--- src/rtl/ag32gbd_capture_sequencer.sv ---
// Camera frame capture sequencer: pixel stream in, paced BRAM
// write-buffer request windows out, buffer flip on frame commit.
module ag32gbd_capture_sequencer #(
  parameter int FRAME_BYTES = 256,
  parameter int REQ_HIGH    = 4,
  parameter int REQ_LOW     = 4
) (
  input  logic        sys_clock,
  input  logic        resetn,
  input  logic        Enable,
  input  logic        FrameStart,
  input  logic [7:0]  PixelData,
  input  logic        PixelValid,
  output logic        PixelReady,
  output logic [7:0]  BufferWriteData,
  output logic [9:0]  BufferWriteOffset,
  output logic        RequestWriteBuffer,
  output logic        FlipBuffer,
  output logic        FrameDone,
  output logic [15:0] FrameCount,
  output logic        Truncated,
  output logic        Busy
);

  localparam int CMAX = (REQ_HIGH > REQ_LOW) ? REQ_HIGH : REQ_LOW;
  localparam int CW   = $clog2(CMAX + 1);

  typedef enum logic [2:0] {
    IDLE,
    WAIT_SOF,
    ACCEPT,
    REQ_HI,
    REQ_LO,
    COMMIT
  } state_t;

  state_t r_state;
  state_t w_next;

  logic [CW-1:0] r_cnt;
  logic [8:0]    r_off;
  logic          r_pend;
  logic [7:0]    r_data;
  logic [8:0]    r_woff;
  logic          r_flip;
  logic [15:0]   r_count;
  logic          r_trunc;

  logic w_hi_last;
  logic w_lo_last;
  logic w_restart;
  logic w_frame_end;
  logic w_in_frame;
  logic w_ready;
  logic w_req;
  logic w_done;
  logic w_busy;

  assign w_hi_last   = (r_cnt == CW'(REQ_HIGH - 1));
  assign w_lo_last   = (r_cnt == CW'(REQ_LOW - 1));
  assign w_restart   = r_pend | FrameStart;
  assign w_frame_end = (r_off == 9'(FRAME_BYTES - 1));
  assign w_in_frame  = (r_state == ACCEPT) ||
                       (r_state == REQ_HI) ||
                       (r_state == REQ_LO);

  // Next-state and state-decoded outputs; restart beats frame end
  always_comb begin
    w_next  = r_state;
    w_ready = 1'b0;
    w_req   = 1'b0;
    w_done  = 1'b0;
    w_busy  = 1'b1;
    unique case (r_state)
      IDLE: begin
        w_busy = 1'b0;
        if (Enable) w_next = WAIT_SOF;
      end
      WAIT_SOF: begin
        w_busy = 1'b0;
        if (!Enable) w_next = IDLE;
        else if (FrameStart) w_next = ACCEPT;
      end
      ACCEPT: begin
        w_ready = 1'b1;
        if (PixelValid) w_next = REQ_HI;
        else if (!Enable) w_next = IDLE;
      end
      REQ_HI: begin
        w_req = 1'b1;
        if (w_hi_last) w_next = REQ_LO;
      end
      REQ_LO: begin
        if (w_lo_last) begin
          if (!w_restart && w_frame_end) w_next = COMMIT;
          else if (!Enable) w_next = IDLE;
          else w_next = ACCEPT;
        end
      end
      COMMIT: begin
        w_done = 1'b1;
        w_next = Enable ? WAIT_SOF : IDLE;
      end
      default: w_next = IDLE;
    endcase
  end

  // State register
  always_ff @(posedge sys_clock) begin
    if (!resetn) r_state <= IDLE;
    else r_state <= w_next;
  end

  // Window timer, restarts on every phase change
  always_ff @(posedge sys_clock) begin
    if (!resetn) begin
      r_cnt <= '0;
    end else if ((r_state == REQ_HI && !w_hi_last) ||
                 (r_state == REQ_LO && !w_lo_last)) begin
      r_cnt <= r_cnt + CW'(1);
    end else begin
      r_cnt <= '0;
    end
  end

  // Offset, captured byte, restart flag and frame bookkeeping
  always_ff @(posedge sys_clock) begin
    if (!resetn) begin
      r_off   <= '0;
      r_pend  <= 1'b0;
      r_data  <= '0;
      r_woff  <= '0;
      r_flip  <= 1'b0;
      r_count <= '0;
      r_trunc <= 1'b0;
    end else begin
      if (r_state == IDLE && !Enable) r_trunc <= 1'b0;
      if (FrameStart && w_in_frame) r_trunc <= 1'b1;
      if (r_state == WAIT_SOF) begin
        r_off  <= '0;
        r_pend <= 1'b0;
      end
      if (r_state == ACCEPT) begin
        if (PixelValid) begin
          r_data <= PixelData;
          r_woff <= r_off;
          r_pend <= FrameStart;
        end else if (FrameStart) begin
          r_off <= '0;
        end
      end
      if ((r_state == REQ_HI || r_state == REQ_LO) && FrameStart)
        r_pend <= 1'b1;
      if (r_state == REQ_LO && w_lo_last) begin
        r_pend <= 1'b0;
        if (w_restart) r_off <= '0;
        else if (!w_frame_end) r_off <= r_off + 9'd1;
      end
      if (r_state == COMMIT) begin
        r_flip  <= ~r_flip;
        r_count <= r_count + 16'd1;
      end
    end
  end

  assign PixelReady         = w_ready;
  assign RequestWriteBuffer = w_req;
  assign FrameDone          = w_done;
  assign Busy               = w_busy;
  assign BufferWriteData    = r_data;
  assign BufferWriteOffset  = {1'b0, r_woff};
  assign FlipBuffer         = r_flip;
  assign FrameCount         = r_count;
  assign Truncated          = r_trunc;

endmodule

--- config.mk ---
export PLATFORM = sky130hd
export DESIGN_NAME = ag32gbd_capture_sequencer
export DESIGN_NICKNAME = d
export VERILOG_FILES = /design/src/rtl/ag32gbd_capture_sequencer.sv
export SDC_FILE = /design/constraint.sdc
export NUM_CORES = 1
export LEC_CHECK = 0
export ABC_CLOCK_PERIOD_IN_PS = 2150
export CORE_MARGIN = 4
export CORE_UTILIZATION = 30
export DETAILED_ROUTE_END_ITERATION = 6
export PLACE_DENSITY = 0.61
export SLEW_MARGIN = 40
export SYNTH_ARGS = -nofsm -noshare
export SYNTH_HDL_FRONTEND = slang
export SYNTH_SLANG_ARGS = --single-unit
--- constraint.sdc ---
create_clock -name sys_clock -period 2.15 [get_ports sys_clock]
set_input_delay 0.3225 -clock sys_clock [delete_from_list [all_inputs] [get_ports sys_clock]]
set_output_delay 0.3225 -clock sys_clock [all_outputs]
set_load 0.05 [all_outputs]
; ---- Yosys cells after proc, flatten, opt, wreduce, memory -nomap -nowiden
; Cells that the tools add are included.
; Widths: inputs -> output; s select.
[classes]
n_addsub = 3
n_eq_ne = 12
n_mux = 28
bitwise_logic = 3
n_reduce_logical = 21
[op_table]
columns = op, count
row1 = $mux 9, 7
row2 = $mux 3, 8
row3 = $pmux 3 s6, 1
row4 = $add 16x1->16 const B, 1
row5 = $mux 1, 11
row6 = $add 9x1->9 const B, 1
row7 = $eq 3x2->1 const B, 3
row8 = $eq 9x8->1 const B, 1
row9 = $logic_and 1x1->1, 7
row10 = $eq 3x3->1 const B, 2
row11 = $ne 2x2->1 const B, 3
row12 = $ne 3x3->1 const B, 2
row13 = $reduce_and 5->1, 1
row14 = $logic_or 1x1->1, 4
row15 = $reduce_and 2->1, 2
row16 = $reduce_or 2->1, 2
row17 = $add 3x1->3 const B, 1
row18 = $eq 3x1->1 const B, 1
row19 = $logic_not 1->1, 3
row20 = $logic_not 3->1, 1
row21 = $mux 2, 1
row22 = $not 1->1, 2
row23 = $reduce_bool 2->1, 1
row24 = $or 1x1->1, 1
[word_totals]
ff_bits = 51
input_bits = 13
out_inout_bits = 40

; ---- Logic depth before layout (Yosys ltp)
[logic_depth]
word_depth = 8
ltp_mapped = 7
ltp_nobuf = 6

; ---- Least setup slack after synthesis
; No wires, ideal clock.
[synth_path]
kind = reg2reg
startpoint = reg r_count[0] (netlist: FrameCount[0])
endpoint = reg r_count[6] (netlist: FrameCount[6])
t_arrival_ps = 1911
t_required_ps = 2035
setup_slack_ps = 124
stages_incl_launch_ff = 7
n_path_buf = 1
period_less_slack_ps = 2026
cell_sequence = dfxtp_1 -> ha_1 -> and4b_1 -> or3b_1 -> buf_2 -> xnor2_1 -> and2_1
[synth_between]
elab_chain_cells = 1
[synth_lines]
columns = item, line
row1 = "start, declared", 46  ; logic [15:0] r_count;
row2 = "start signal, assigned", 161  ; r_count <= r_count + 16'd1;
row3 = $add 16x1->16, 161
; Every way passes these cells.
; A chain may end at the register's enable or synchronous reset.

; ---- Worst setup path in the final report
[layout_path]
startpoint = reg r_count[2] (netlist: FrameCount[2])
endpoint = out FrameCount[2]
[layout_lines]
columns = item, line
row1 = "end, declared", 20  ; output logic [15:0] FrameCount,
; No word-level cell between the ends.

==> impl_metrics.json <==
{
  "status": "completed",
  "power_switching_mw": 0.4906,
  "grtUsageMet3_pct": 3.045,
  "clock_sinks": 51,
  "p_sw_share_pct": 26.30,
  "seqPwrFrac_pct": 52.3,
  "final_common_cell": "nand2_1",
  "vias": 2242,
  "cts.clk_slew.worst_paths_ps": 100,
  "grt_util_met2_pct": 21.25,
  "synth_cells": 297,
  "fin_util_pct": 40.41,
  "fin_skew_ps": 3.993,
  "root_buffer": "clkbuf_8",
  "dr.pass1.iters": 4,
  "cp_cell_sequence": "clkdlybuf4s50_1",
  "area_delta_synth_final_pct": 29.84,
  "grt_max_degree": 52,
  "finalHoldViolCount": 0,
  "holdWs_ps": 421.5,
  "worstMarginPinSlew_ps": 642.6,
  "syn_nets": 314,
  "cp_top_family": "buffers and inverters",
  "ys.flop_type": "dfxtp_1",
  "io_buffers": 51,
  "clockBufferDepth": 2,
  "yosysWarnings": 0,
  "slowest_stage": "clkdlybuf4s50_1",
  "cp.arrival_ps": 1610,
  "finalSetupViolCount": 0,
  "synth-seq-cells": 51,
  "antenna_left": 0,
  "slowest_delay_ps": 850,
  "cts-resized-gates": 0,
  "final-max-slew-violation-count": 0,
  "place_congestion": 0.8536,
  "die_w_um": 100.6,
  "worstSetupPathType": "flop to primary output",
  "vdd_drop_max_mv": 0.2026,
  "pwr-share-comb_pct": 14.7,
  "grt_pass1_wl_um": 10160,
  "first_global_vias": 2191,
  "leakagePower_nw": 1.223,
  "power_density_nw_per_um2": 558.9,
  "row_count": 33,
  "setup_slack_ps": 219.1,
  "grt.busiest_layer": "met2",
  "cp-start-kind": "flop",
  "placed_area_um2": 3233,
  "die_area_um2": 10110,
  "maxCapViolations": 0,
  "grt_overflow": 0,
  "fill_cells": 851,
  "slew_headroom_pct": 57.16,
  "cts_tree": "done",
  "period_minus_slack_ps": 1931,
  "final_nets": 364,
  "rsz0062_at_grt": "no",
  "hp-class": "flop to flop",
  "setup-tns-final_ps": 0,
  "synth_area_um2": 2570,
  "num_io_pins": 53,
  "hpwlAfterDp_um": 4337,
  "drive_above_1_share_pct": 9.195,
  "mostFrequentLayoutCells": "nand2_1 (53), dfxtp_1 (51), clkdlybuf4s50_1 (47)",
  "h-tree-depth": 2,
  "synth-edff-count": 0,
  "clk_latency_ps": 300,
  "post_cts_buffers": 0,
  "cts_buffers": 5,
  "met1_usage_pct": 14.99,
  "stdcell_area_um2": 3337,
  "drc": 0,
  "ys_async_sr_fraction_pct": 0,
  "viasPerCell": 4.949,
  "p_int_mw": 1.375,
  "period_share_pct": 89.81,
  "design.core.area_um2": 8258,
  "clock_power_share_pct": 33.0,
  "wl_per_cell_um": 13.11,
  "worstPathRequired_ps": 1830,
  "floorplan.initialDensity_pct": 31.12,
  "avgSynthCellArea_um2": 8.653,
  "hold_buffers": 0,
  "clock.fmax_mhz": 517.9,
  "routed_wl_um": 5938,
  "drt-initial-drc-count": 50,
  "ys_types": 62,
  "cp_num_buf_inv": 1,
  "seq_area_frac_synth_pct": 39.73,
  "cp-end-kind": "primary output",
  "cp_max_fo": 5,
  "preCtsSetupSlack_ps": 196.5,
  "antenna_found_initial": 0,
  "die_y_um": 100.6,
  "diodes": 0,
  "grt_usage_pct": 12.17
}
## Yosys cell counts, types with 3 or more instances
cell	instances	area, um^2
nand2_1	53	198.9
buf_4	3	22.52
a31oi_1	4	25.02
nand4_1	5	31.28
nor2b_1	3	18.77
xnor2_1	7	61.31
and4b_1	3	30.03
o211ai_1	5	37.54
or3_1	3	18.77
nor3_1	4	20.02
clkbuf_1	8	30.03
and2_1	9	56.30
nand3_1	12	60.06
nor2_1	10	37.54
nand3b_1	5	37.54
nand2b_1	8	50.05
a21boi_0	20	150.1
o21ai_0	4	20.02
a21oi_1	10	50.05
dfxtp_1	51	1021
ha_1	4	50.05
inv_1	7	26.28
mux2i_1	5	50.05
buf_2	6	30.03
## power groups by stage
stage	registers [mW]	logic (mW)	clock network, mW
after floorplan	0.998	0.184	0
after global placement	0.997	0.276	0
after detailed placement	0.997	0.276	0
after CTS	0.976	0.277	0.646
after global routing	0.978	0.300	0.680
final	0.975	0.275	0.615
## through the flow
step                instances  total power [mW]
floorplan                 297             1.182
global placement          445             1.273
detailed placement        445             1.274
CTS                       453             1.898
global route              453             1.959
finish                    453             1.865
## sequential cells by signal, indices dropped and copies added, names as in the netlist
name and flops:
FlipBuffer 1, r_pend 1, Truncated 1, r_state 3, BufferWriteData 8, FrameCount 16
r_woff 9, r_cnt 3, r_off 9
## layer usage
metal	vias up	share of wire, %
met3	7	4.4
met2	32	50
met5	-	0
met1	1050	45
met4	0	0.93
li1	1153	-
## final timing paths
check	from	to	slack (ps)	depth (start not counted)
max	FrameCount[2]	FrameCount[2]	220	1
min	r_cnt[0]	r_cnt[0]	420	1
max reg2reg	r_cnt[0]	r_off[4]	290	6
min reg2reg	r_cnt[0]	r_cnt[0]	420	1
## cells by family after synthesis
family / count (synthesis) / share of synthesized area (%)
AOI/OAI and AO/OA: 61 / 16.99
xor gates and xnor gates: 9 / 3.067
adders and majority gates: 4 / 1.947
buffers and inverters: 25 / 4.674
DFF: 51 / 39.73
muxes: 5 / 1.947
other: 1 / 0.1459
and+or+nand+nor: 141 / 31.50
## cell type report
class                   count  area (um^2)  area share [%]
repair buffers             61        625.6           18.75
clock buffers               7        96.34           2.887
inverters                   7        26.28          0.7874
multi-input cells         221         1429           42.82
well taps                 105        131.4           3.937
clock inverters             1        7.507          0.2250
flip-flops and latches     51         1021           30.60
Power figures use the tool's default switching activity.
